===== src/rtl/log_sel_decoder.sv =====
// log_sel_decoder
//   Works backwards from a stream of observed (a, b, result) triples of the
//   16-function logic unit to the select code(s) that could have produced
//   every triple. A 16-bit candidate mask starts all-ones and is ANDed with
//   the per-sample match vector one cycle after each accepted sample.
//
// Ports
//   clk, rst              clock (rising edge), synchronous active-high reset
//   start                 pulse: clear mask/count and begin a new set (any state)
//   s_valid/s_ready       sample handshake; s_last marks the final sample
//   s_a, s_b, s_lout      observed operands and result
//   res_valid/res_ready   result handshake, result held until accepted
//   res_mask              candidate codes consistent with all samples
//   res_sel               lowest set bit of res_mask (0 when mask is zero)
//   res_unique/res_none   exactly one / no candidate left
//   res_count             accepted samples in this set, saturating
//   busy                  COLLECT or EVAL
module log_sel_decoder #(
  parameter int unsigned WIDTH   = 16,
  parameter int unsigned COUNT_W = 8
) (
  input  logic               clk,
  input  logic               rst,
  input  logic               start,
  input  logic               s_valid,
  output logic               s_ready,
  input  logic               s_last,
  input  logic [WIDTH-1:0]   s_a,
  input  logic [WIDTH-1:0]   s_b,
  input  logic [WIDTH-1:0]   s_lout,
  output logic               res_valid,
  input  logic               res_ready,
  output logic [15:0]        res_mask,
  output logic [3:0]         res_sel,
  output logic               res_unique,
  output logic               res_none,
  output logic [COUNT_W-1:0] res_count,
  output logic               busy
);

  typedef enum logic [1:0] {IDLE, COLLECT, EVAL, DONE} state_t;

  state_t             state_q, state_d;
  logic [15:0]        mask_q, mask_d;
  logic [COUNT_W-1:0] count_q, count_d;
  logic               stg_vld_q, stg_vld_d;
  logic [WIDTH-1:0]   stg_a_q, stg_b_q, stg_l_q;

  logic               accept;
  logic [15:0]        match_vec;
  logic [WIDTH-1:0]   fn [16];

  assign s_ready = (state_q == COLLECT) && !start;
  assign accept  = s_valid && s_ready;

  // Reference function table evaluated on the staged sample.
  always_comb begin
    fn[0]  = ~stg_a_q;
    fn[1]  = ~(stg_a_q | stg_b_q);
    fn[2]  = ~stg_a_q & stg_b_q;
    fn[3]  = '0;
    fn[4]  = ~(stg_a_q & stg_b_q);
    fn[5]  = ~stg_b_q;
    fn[6]  = stg_a_q ^ stg_b_q;
    fn[7]  = stg_a_q & ~stg_b_q;
    fn[8]  = ~stg_a_q | stg_b_q;
    fn[9]  = ~(stg_a_q ^ stg_b_q);
    fn[10] = stg_b_q;
    fn[11] = stg_a_q & stg_b_q;
    fn[12] = WIDTH'(1);
    fn[13] = stg_a_q | ~stg_b_q;
    fn[14] = stg_a_q | stg_b_q;
    fn[15] = stg_a_q;
    match_vec = '0;
    for (int unsigned k = 0; k < 16; k++) begin
      match_vec[k] = (fn[k] == stg_l_q);
    end
  end

  always_comb begin
    state_d   = state_q;
    mask_d    = stg_vld_q ? (mask_q & match_vec) : mask_q;
    count_d   = (accept && (count_q != '1)) ? count_q + 1'b1 : count_q;
    stg_vld_d = accept;

    case (state_q)
      IDLE:    state_d = IDLE;
      COLLECT: if (accept && s_last) state_d = EVAL;
      EVAL:    state_d = DONE;
      DONE:    if (res_ready) state_d = IDLE;
      default: state_d = IDLE;
    endcase

    // start overrides everything, including a staged sample and a pending result.
    if (start) begin
      state_d   = COLLECT;
      mask_d    = '1;
      count_d   = '0;
      stg_vld_d = 1'b0;
    end
  end

  always_ff @(posedge clk) begin
    if (rst) begin
      state_q   <= IDLE;
      mask_q    <= '1;
      count_q   <= '0;
      stg_vld_q <= 1'b0;
      stg_a_q   <= '0;
      stg_b_q   <= '0;
      stg_l_q   <= '0;
    end else begin
      state_q   <= state_d;
      mask_q    <= mask_d;
      count_q   <= count_d;
      stg_vld_q <= stg_vld_d;
      if (accept) begin
        stg_a_q <= s_a;
        stg_b_q <= s_b;
        stg_l_q <= s_lout;
      end
    end
  end

  // Result decode straight from the registered mask/count.
  logic [4:0] pop;
  always_comb begin
    res_sel = 4'h0;
    pop     = '0;
    for (int unsigned k = 16; k > 0; k--) begin
      if (mask_q[k-1]) res_sel = 4'(k - 1);
    end
    for (int unsigned k = 0; k < 16; k++) begin
      pop = pop + 5'(mask_q[k]);
    end
  end

  assign res_mask   = mask_q;
  assign res_count  = count_q;
  assign res_unique = (pop == 5'd1);
  assign res_none   = (mask_q == 16'h0000);
  assign res_valid  = (state_q == DONE);
  assign busy       = (state_q == COLLECT) || (state_q == EVAL);

endmodule


===== config.mk =====
export PLATFORM = sky130hd
export DESIGN_NAME = log_sel_decoder
export DESIGN_NICKNAME = d
export VERILOG_FILES = /design/src/rtl/log_sel_decoder.sv
export SDC_FILE = /design/constraint.sdc
export NUM_CORES = 1
export LEC_CHECK = 0
export ABC_AREA = 1
export CAP_MARGIN = 20
export CORE_MARGIN = 2
export CORE_UTILIZATION = 25
export CTS_BUF_LIST = sky130_fd_sc_hd__clkbuf_8
export CTS_CLUSTER_DIAMETER = 120
export DETAILED_ROUTE_END_ITERATION = 12
export PLACE_DENSITY_LB_ADDON = 0.25
export SETUP_SLACK_MARGIN = 0.05
export SLEW_MARGIN = 20
export SYNTH_ARGS = -nofsm -noshare
export SYNTH_HDL_FRONTEND = slang
export SYNTH_SLANG_ARGS = --single-unit

===== constraint.sdc =====
create_clock -name clk -period 7.9 [get_ports clk]
set_input_delay 1.58 -clock clk [delete_from_list [all_inputs] [get_ports clk]]
set_output_delay 1.58 -clock clk [all_outputs]
set_load 0.1 [all_outputs]

[After elaboration in Yosys (flattened, before gate mapping)]
Cells that the tools add are included.
Widths: inputs -> output; s select.
Cells by class
  add/sub/neg operators: 16
  equal/unequal tests: 24
  muxes and demuxes: 20
  bitwise operators: 13
  reduce and logical (&&, ||, !) cells: 12
Operator list (count)
  $eq 16x16->1: 14
  $not 16->16: 5
  $and 16x16->16: 4
  $mux 4: 16
  $add 5x1->5: 11
  $or 16x16->16: 3
  $logic_not 16->1: 2
  $eq 1x16->1 const A: 1
  $xor 16x16->16: 1
  $add 8x1->8 const B: 1
  $ne 8x8->1 const B: 1
  $pmux 2 s4: 1
  $ne 3x2->1 const B: 2
  $add 4x1->5: 1
  $eq 5x1->1 const B: 1
  $add 3x1->4: 1
  $eq 2x2->1 const B: 2
  $logic_and 1x1->1: 4
  $mux 2: 2
  $ne 2x1->1 const B: 2
  $reduce_and 2->1: 2
  $add 2x1->3: 1
  $add 1x1->2: 1
  $eq 2x1->1 const B: 1
  5 further kinds: 5
Storage, ports and cells
  bits in registers: 75
  bits of input ports: 54
  output and inout bits: 33
  word-level logic and storage cells: 93

[Depth between registers and ports, before layout]
Gate-level depths: netlist of run 1.
  depth after elaboration: 16
  depth in mapped cells: 15
  mapped depth without buffers: 15

[Worst setup path before layout of run 1]
Ideal clock, no wire load.
  path type: register to output
  start point: register mask_q[7], in the netlist res_mask[7]
  end point: output port res_unique
  arrival time: 8.742 ns
  required time: 6.320 ns
  slack: -2.422 ns
  cell stages (with the launch flop): 14
  path buffers: 0
  cells stage by stage: dfxtp_1 -> inv_1 -> fa_1 -> inv_1 -> fa_1 -> fa_1 -> inv_1 -> fa_1 -> inv_1 -> ha_1 -> fa_1 -> a31oi_1 -> or3b_2 -> a2111oi_0
On the way
  cells in the longest elaborated chain, start to end: 10
Ends and longest elaborated chain
  start: declaration: RTL line 44  | logic [15:0] mask_q, mask_d;
  start signal: assignment: RTL line 114  | mask_q <= mask_d;
  $add 5x1->5 (9 in series): RTL line 134  | pop = pop + 5'(mask_q[k]);
  $eq 5x1->1: RTL line 140  | assign res_unique = (pop == 5'd1);
  end: declaration: RTL line 35  | output logic res_unique,
Every way passes these cells.

[Final worst setup path of run 1]
  start point: register mask_q[5], in the netlist res_mask[5]
  end point: output port res_unique
On the way
  cells in the longest elaborated chain, start to end: 12
Ends and longest elaborated chain (RTL line)
  $add 5x1->5 (11 in series): 134
  $eq 5x1->1: 140
Every way passes these cells.

==> reports/metrics.yaml, run 1 <==
logic_synthesis:
  synthFlopType: "dfxtp_1"
  synth_edf_count: 0
  yosys_warnings: 0
  syn_area_sq_mm: 0.005953
  synth_simple_gate_area_share_pct: 19.02
  synthTopCellsByArea: "dfxtp_1 (25%), ha_1 (16%), xor2_1 (9.0%), xnor2_1 (7.7%), inv_1 (7.6%)"
  synth_cells: 760
  synthArstFlopShare_pct: 0
  synthXorXnorAreaFrac_pct: 16.62
  synth.distinct_cells: 35
  yosysTopAreaCell: "dfxtp_1"
  syn-num-nets: 898
  synthMuxAreaShare_pct: 0
  ys_seq_area_share_pct: 25.22
  synth_fa_ha_area_share_pct: 18.92
  ys_seq_elements: 75
  synth_compound_area_share_pct: 9.142
  yosys-top-cells-count: "inv_1 (120), nand2_1 (82), dfxtp_1 (75), nor2_1 (75), ha_1 (74)"
  synth_most_common_cell: "inv_1"
  syn_avg_cell_area_sq_um: 7.833
  synth_top_area_share_pct: 25.22
  synth_top_family_by_area: "simple AND/OR/NAND/NOR gates"
sta:
  clock.fmax_ghz: 0.1464
  hold_viol: 0
  worst_slew_pin_slew_ps: 1028
  final.setup.worst_slack_ps: 1070
  holdWs_ps: 473.9
  finalSetupViolCount: 0
  setup-tns-final_ps: 0
  fin_skew_ps: 7.741
  period_share_pct: 86.46
  finalMaxSlewViolations: 0
  slew_headroom_pct: 31.24
  rsz0062_at_grt: "false"
  min_period_ps: 6830
final_layout:
  area_growth_pct: 21.27
  layout-drive-gt1-share_pct: 3.261
  num-fill-cells: 2585
  antenna_cells: 0
  fin_nets: 962
floorplanning:
  rows: 56
  dieArea_sq_mm: 0.02506
  die_w_microns: 158.3
  initial_utilization_pct: 25.44
  io-pin-count: 87
  die_h_microns: 158.3
  coreArea_sq_mm: 0.02340
global_routing:
  gr-usage-all-layers_pct: 12.97
  grt_max_degree: 90
  grt_first_pass_wirelength_mm: 24.93
  grt_pass1_vias: 4675
  grt-ovfl-total: 0
  antenna_found_initial: 1
clock_network:
  post_cts_resize_count: 0
  post_cts_buffers: 0
  cts-root-buf: "clkbuf_8"
  cts_tree: "done"
  hold_buffers: 0
  worstSkewPairLatency_ps: 370
  clk_pin_slew_ps: 80
  tritoncts_num_sinks: 75
  htree_levels: 3
  clock_path_buffers: 2
  cts_inserted_buffers: 9
worst_setup_path:
  critPathTopFamily: "adder cells"
  start_kind: "flip-flop"
  cp_cell_sequence: "inv_1, fa_1, inv_1, fa_1, fa_1, inv_1, fa_1, inv_1, ha_1, fa_1, a31oi_1, or3b_2, a2111oi_2, clkdlybuf4s50_1"
  slowest_delay_ps: 1180
  cpMostUsedCell: "fa_1"
  critPathKind: "flip-flop to output pin"
  critPathMaxFanout: 4
  cp-end-kind: "output pin"
  slowest_stage: "clkdlybuf4s50_1"
  arrival_ps: 5250
  crit_buf_inv: 5
  cp.required_ps: 6320
route:
  ant_nets: 0
  wl_mm: 15.72
  avgViaCountPerCell: 4.194
  wl_per_cell_microns: 13.70
  drc: 0
  dr.pass1.iters: 6
  drt_iter0_markers: 223
  dr_total_vias: 4811
run:
  drv_cap: 0
pwr:
  p_leak_nw: 3.254
  p_clk_share_pct: 33.5
  power_density_mw_per_mm2: 128.2
  combPwrFrac_pct: 22.2
  swShare_pct: 31.21
  ir_drop_mv: 0.06815
  seqPwrFrac_pct: 44.3
  p_int_uw: 636.5
  p_sw_uw: 288.8
place:
  dp_hpwl_mm: 12.39
  io_buffers: 86
  place_congestion: 0.8229
  dp_slack_ps: 1424
run_status:
  status: "finished, final reports clean"
worst_hold_path:
  min_path_type: "flip-flop to flip-flop"
-- power groups by stage --
| stage | clock (mW) | sequential (mW) | combinational [mW] |
|---|---|---|---|
| floorplan | 0 | 0.415 | 0.142 |
| global route | 0.339 | 0.413 | 0.228 |
| finish | 0.310 | 0.410 | 0.205 |
| CTS | 0.325 | 0.411 | 0.208 |
| global placement | 0 | 0.419 | 0.207 |
| detailed placement | 0 | 0.419 | 0.207 |
-- flip-flops by register name (all words and copies together) (netlist names) --
signal,flops
res_count,8
state_q,2
stg_l_q,16
stg_b_q,16
stg_a_q,16
res_mask,16
stg_vld_q,1
-- metrics by stage --
step,instance area [sq um],utilization (%),power (mW),instances
global placement,7023,30.01,0.6259,1132
detailed placement,7023,30.01,0.6262,1132
global route,7219,30.85,0.9809,1147
floorplan,5959,-,0.5566,760
CTS,7217,30.84,0.9437,1147
finish,7219,30.85,0.9252,1147
-- placed cells by master (no fill, tap or decap), drive strengths merged --
cell           instances
nor4                  17
nand3                 21
or3b                   1
clkbuf                11
nand4                 24
xor2                  61
dfxtp                 75
nor3                  19
buf                    2
nor2                  77
or2                    1
xnor2                 52
nor3b                  2
clkdlybuf4s50         85
o21ai                 23
nand2                 84
a211oi                39
a21oi                 20
bufinv                 1
ha                    74
o311ai                 1
a22oi                  1
fa                    10
a31oi                  1
a2111oi                1
inv                  124
clkinv                 1
-- path summary, 6_finish.rpt --
path | start | to | slack [ps] | cells after the start
worst max-delay path | res_mask[5]$_SDFFE_PP1P_ | res_unique | 1070 | 14
worst min-delay path | res_mask[6]$_SDFFE_PP1P_ | res_mask[6]$_SDFFE_PP1P_ | 470 | 2
worst max register to register | state_q[1]$_SDFFE_PP0P_ | res_count[7]$_SDFFE_PP0P_ | 5550 | 11
worst min register to register | res_mask[6]$_SDFFE_PP1P_ | res_mask[6]$_SDFFE_PP1P_ | 470 | 2
-- tightest hold or removal path, stage by stage, from the launching register on --
cell and delay (ps):
dfxtp_1 330, nand2_1 60, nand2_1 40
-- metal layers --
| layer | wire, microns | part of all wire [%] | GRT usage [%] |
|---|---|---|---|
| met4 | 253 | 1.6 | 3.818 |
| met3 | 996 | 6.3 | 3.647 |
| met5 | 0 | 0 | 0 |
| met2 | 6786 | 43 | 20.25 |
| met1 | 7678 | 49 | 17.42 |
-- final cells by class --
class / count / area, sq um / share of cell area [%]
multi-input cells: 529 / 3799 / 52.62
flip-flops and latches: 75 / 1501 / 20.80
repair buffers: 87 / 865.8 / 11.99
inverters: 122 / 460.4 / 6.378
well taps: 319 / 399.1 / 5.529
clock buffers: 11 / 151.4 / 2.097
clock inverters: 4 / 42.54 / 0.5893
-- cells by family (layout without fill, tap and decap cells) --
group / count (synthesis) / after routing
AND/OR/NAND/NOR: 246 / 246
flip-flops: 75 / 75
buffers and inverters: 156 / 224
XOR/XNOR: 113 / 113
adder cells (fa/ha/maj): 84 / 84
AO/OA/AOI/OAI: 86 / 86
Power figures use the tool's default switching activity.
==> run 2, diff against run 1 <==
- CORE_UTILIZATION: 25 -> 55
==> run 2 against run 1 <==
Compared with the run above: count of clock-buffer cells in the layout shrank 2; critical endpoint unchanged; worst setup slack lost 64 ps; first-iteration DRC count rose by 68%; hold slack lost 2.5 ps; clock power increased by 4%; critical path type unchanged; sequential power barely moved.
==> reports/metrics.yaml, run 2 (same netlist as run 1, synthesis figures left out) <==
worst_setup_path:
  crit_start: "res_mask[5]$_SDFFE_PP1P_"
  cpMostUsedCell: "fa_1"
  cp-endpoint: "res_unique"
  r2r_end: "res_count[7]$_SDFFE_PP0P_"
  slowest_stage: "clkdlybuf4s50_1"
  timing.rr.start: "state_q[1]$_SDFFE_PP0P_"
  critPathTopFamily: "adder cells"
  arrival_ps: 5310  # +60 ps
  critPathKind: "flip-flop to output pin"
  start_kind: "flip-flop"
  cp.required_ps: 6320  # about the same
  reg2regPathDepth: 12  # +1
  path_depth: 14  # unchanged
  cp-end-kind: "output pin"
  cp_cell_sequence: "inv_1, fa_1, inv_1, fa_1, fa_1, inv_1, fa_1, inv_1, ha_1, fa_1, a31oi_1, or3b_2, a2111oi_2, clkdlybuf4s50_1"
  reg2reg_slack_ps: 5580  # +30 ps
  critPathMaxFanout: 4  # unchanged
  slowest_delay_ps: 1180  # about the same
  crit_buf_inv: 5  # unchanged
final_layout:
  register_area_sq_mm: 0.001501  # unchanged
  post-route-util_pct: 67.22  # +36 points
  final_cell_mix: "inv_1 (120), clkdlybuf4s50_1 (85), nand2_1 (82)"
  multiInputGateArea_sq_mm: 0.003799  # unchanged
  area_growth_pct: 17.61
  num-fill-cells: 872  # -66%
  fin_nets: 962  # unchanged
  antenna_cells: 0  # unchanged
  fin_cells: 965  # -16%
  final_area_sq_mm: 0.007002  # -3.0%
  layout-drive-gt1-share_pct: 3.619  # +0.36 points
  final_common_cell: "inv_1"
worst_hold_path:
  min_path_type: "flip-flop to flip-flop"
clock_network:
  worstSkewPairLatency_ps: 370  # about the same
  clk_pin_slew_ps: 100  # +20 ps
  cts_tree: "done"
  cts_inserted_buffers: 9  # unchanged
  post_cts_buffers: 0  # unchanged
  post_cts_resize_count: 0  # unchanged
  hold_buffers: 0  # unchanged
  clock_path_buffers: 2  # unchanged
  htree_levels: 3  # unchanged
  tritoncts_num_sinks: 75  # unchanged
  cts-root-buf: "clkbuf_8"
route:
  dr.pass1.iters: 6  # unchanged
  drc: 0  # unchanged
  drt_iter0_markers: 375  # +68%
  wl_per_cell_microns: 15.06  # +9.9%
  avgViaCountPerCell: 5.355  # +28%
  ant_nets: 0  # unchanged
  wl_mm: 14.54  # -7.5%
  dr_total_vias: 5168  # +7.4%
sta:
  holdWs_ps: 471.4  # -2.516 ps
  min_period_ps: 6894  # +64.02 ps
  setup-tns-final_ps: 0  # unchanged
  slew_headroom_pct: 31.44  # +0.20 points
  period_share_pct: 87.27  # +0.81 points
  finalMaxSlewViolations: 0  # unchanged
  worst_slew_pin_slew_ps: 1025  # -2.969 ps
  rsz0062_at_grt: "false"
  finalSetupViolCount: 0  # unchanged
  hold_viol: 0  # unchanged
  fin_skew_ps: 11.61  # +3.868 ps
  clock.fmax_ghz: 0.1451  # -0.93%
floorplanning:
  rows: 37  # -34%
  dieArea_sq_mm: 0.01167  # -53%
  initial_utilization_pct: 57.15  # +32 points
  die_h_microns: 108.0  # -32%
  die_w_microns: 108.0  # -32%
  coreArea_sq_mm: 0.01042  # -55%
  io-pin-count: 87  # unchanged
run:
  drv_cap: 0  # unchanged
place:
  placed_cells: 949  # -16%
  place_area_sq_mm: 0.006794  # -3.3%
  dp_hpwl_mm: 11.49  # -7.3%
  io_buffers: 86  # unchanged
  place_congestion: 0.9589  # +17%
global_routing:
  grt_max_degree: 90  # unchanged
  grt_pass1_vias: 5101  # +9.1%
  antenna_found_initial: 0  # -1
  gr-usage-all-layers_pct: 25.70  # +13 points
  grt-ovfl-total: 0  # unchanged
  grt_first_pass_wirelength_mm: 23.56  # -5.5%
pwr:
  power_density_mw_per_mm2: 134.6  # +5.0%
  ir_drop_mv: 0.1147  # +68%
  p_leak_nw: 3.248  # -0.19%
run_status:
  status: "finished, final reports clean"
## run 2: changes by cell type in the layout (fill, tap and decap cells not counted)
cell	change
buf_2	+1
clkbuf_8	-2
buf_4	-1
clkinvlp_4	+1
inv_1	-2
clkinv_2	-1
inv_8	+1
clkinv_4	+2
inv_6	+2
## run 2: cell type report
class | count | area share (%)
clock inverter | 7 | 1.197
tap | 136 | 2.430
timing repair buffer | 87 | 12.33
inverter | 122 | 6.576
multi-input combinational | 529 | 54.25
sequential | 75 | 21.44
clock buffer | 9 | 1.769
## run 2: report_power, final
| group | switching [mW] | total [mW] | leakage [nW] | internal [mW] |
|---|---|---|---|---|
| Clock | 0.172 | 0.323 | 0.102 | 0.151 |
| Combinational | 0.120 | 0.208 | 2.54 | 0.0884 |
| Sequential | 0.0214 | 0.411 | 0.609 | 0.389 |
| Total | 0.313 | 0.942 | 3.25 | 0.629 |
## run 2: worst reg2reg max path, stage by stage (launching register included)
cell and delay (ps):
dfxtp_1 350, inv_1 60, ha_1 170, inv_1 80, nor2_4 110, nand2_4 420, inv_4 390, nand2_4 120
nor2_2 170, nand3_2 120, nor2_1 100, nor2_1 50, nor2_1 100
## run 2: worst min-delay path by stage
stage	cells after the start	endpoint	slack [ps]	from
2_1_floorplan	2	stg_b_q[15]$_SDFFE_PP0P_	520	stg_b_q[15]$_SDFFE_PP0P_
3_5_place_dp	2	res_mask[7]$_SDFFE_PP1P_	460	res_mask[7]$_SDFFE_PP1P_
4_1_cts	2	res_mask[6]$_SDFFE_PP1P_	480	res_mask[6]$_SDFFE_PP1P_
3_3_place_gp	2	res_mask[7]$_SDFFE_PP1P_	450	res_mask[7]$_SDFFE_PP1P_
5_1_grt	2	res_mask[6]$_SDFFE_PP1P_	520	res_mask[6]$_SDFFE_PP1P_
6_report	2	res_mask[7]$_SDFFE_PP1P_	470	res_mask[7]$_SDFFE_PP1P_
## run 2: metal layers
layer | part of all wire, % | track usage [%] | vias to the layer above
met1 | 44 | 31.47 | 2429
met2 | 49 | 45.10 | 135
li1 | - | - | 2565
met5 | 0 | 0 | -
met4 | 3.2 | 11.45 | 0
met3 | 4.1 | 3.134 | 39
## run 2: through the flow
| step | total power [mW] | setup WS, ps |
|---|---|---|
| floorplan | 0.5566 | 325.6 |
| global placement | 0.6170 | 1491 |
| detailed placement | 0.6237 | 1381 |
| CTS | 0.9435 | 993.1 |
| global route | 0.9859 | 766.2 |
| finish | 0.9423 | 1006 |
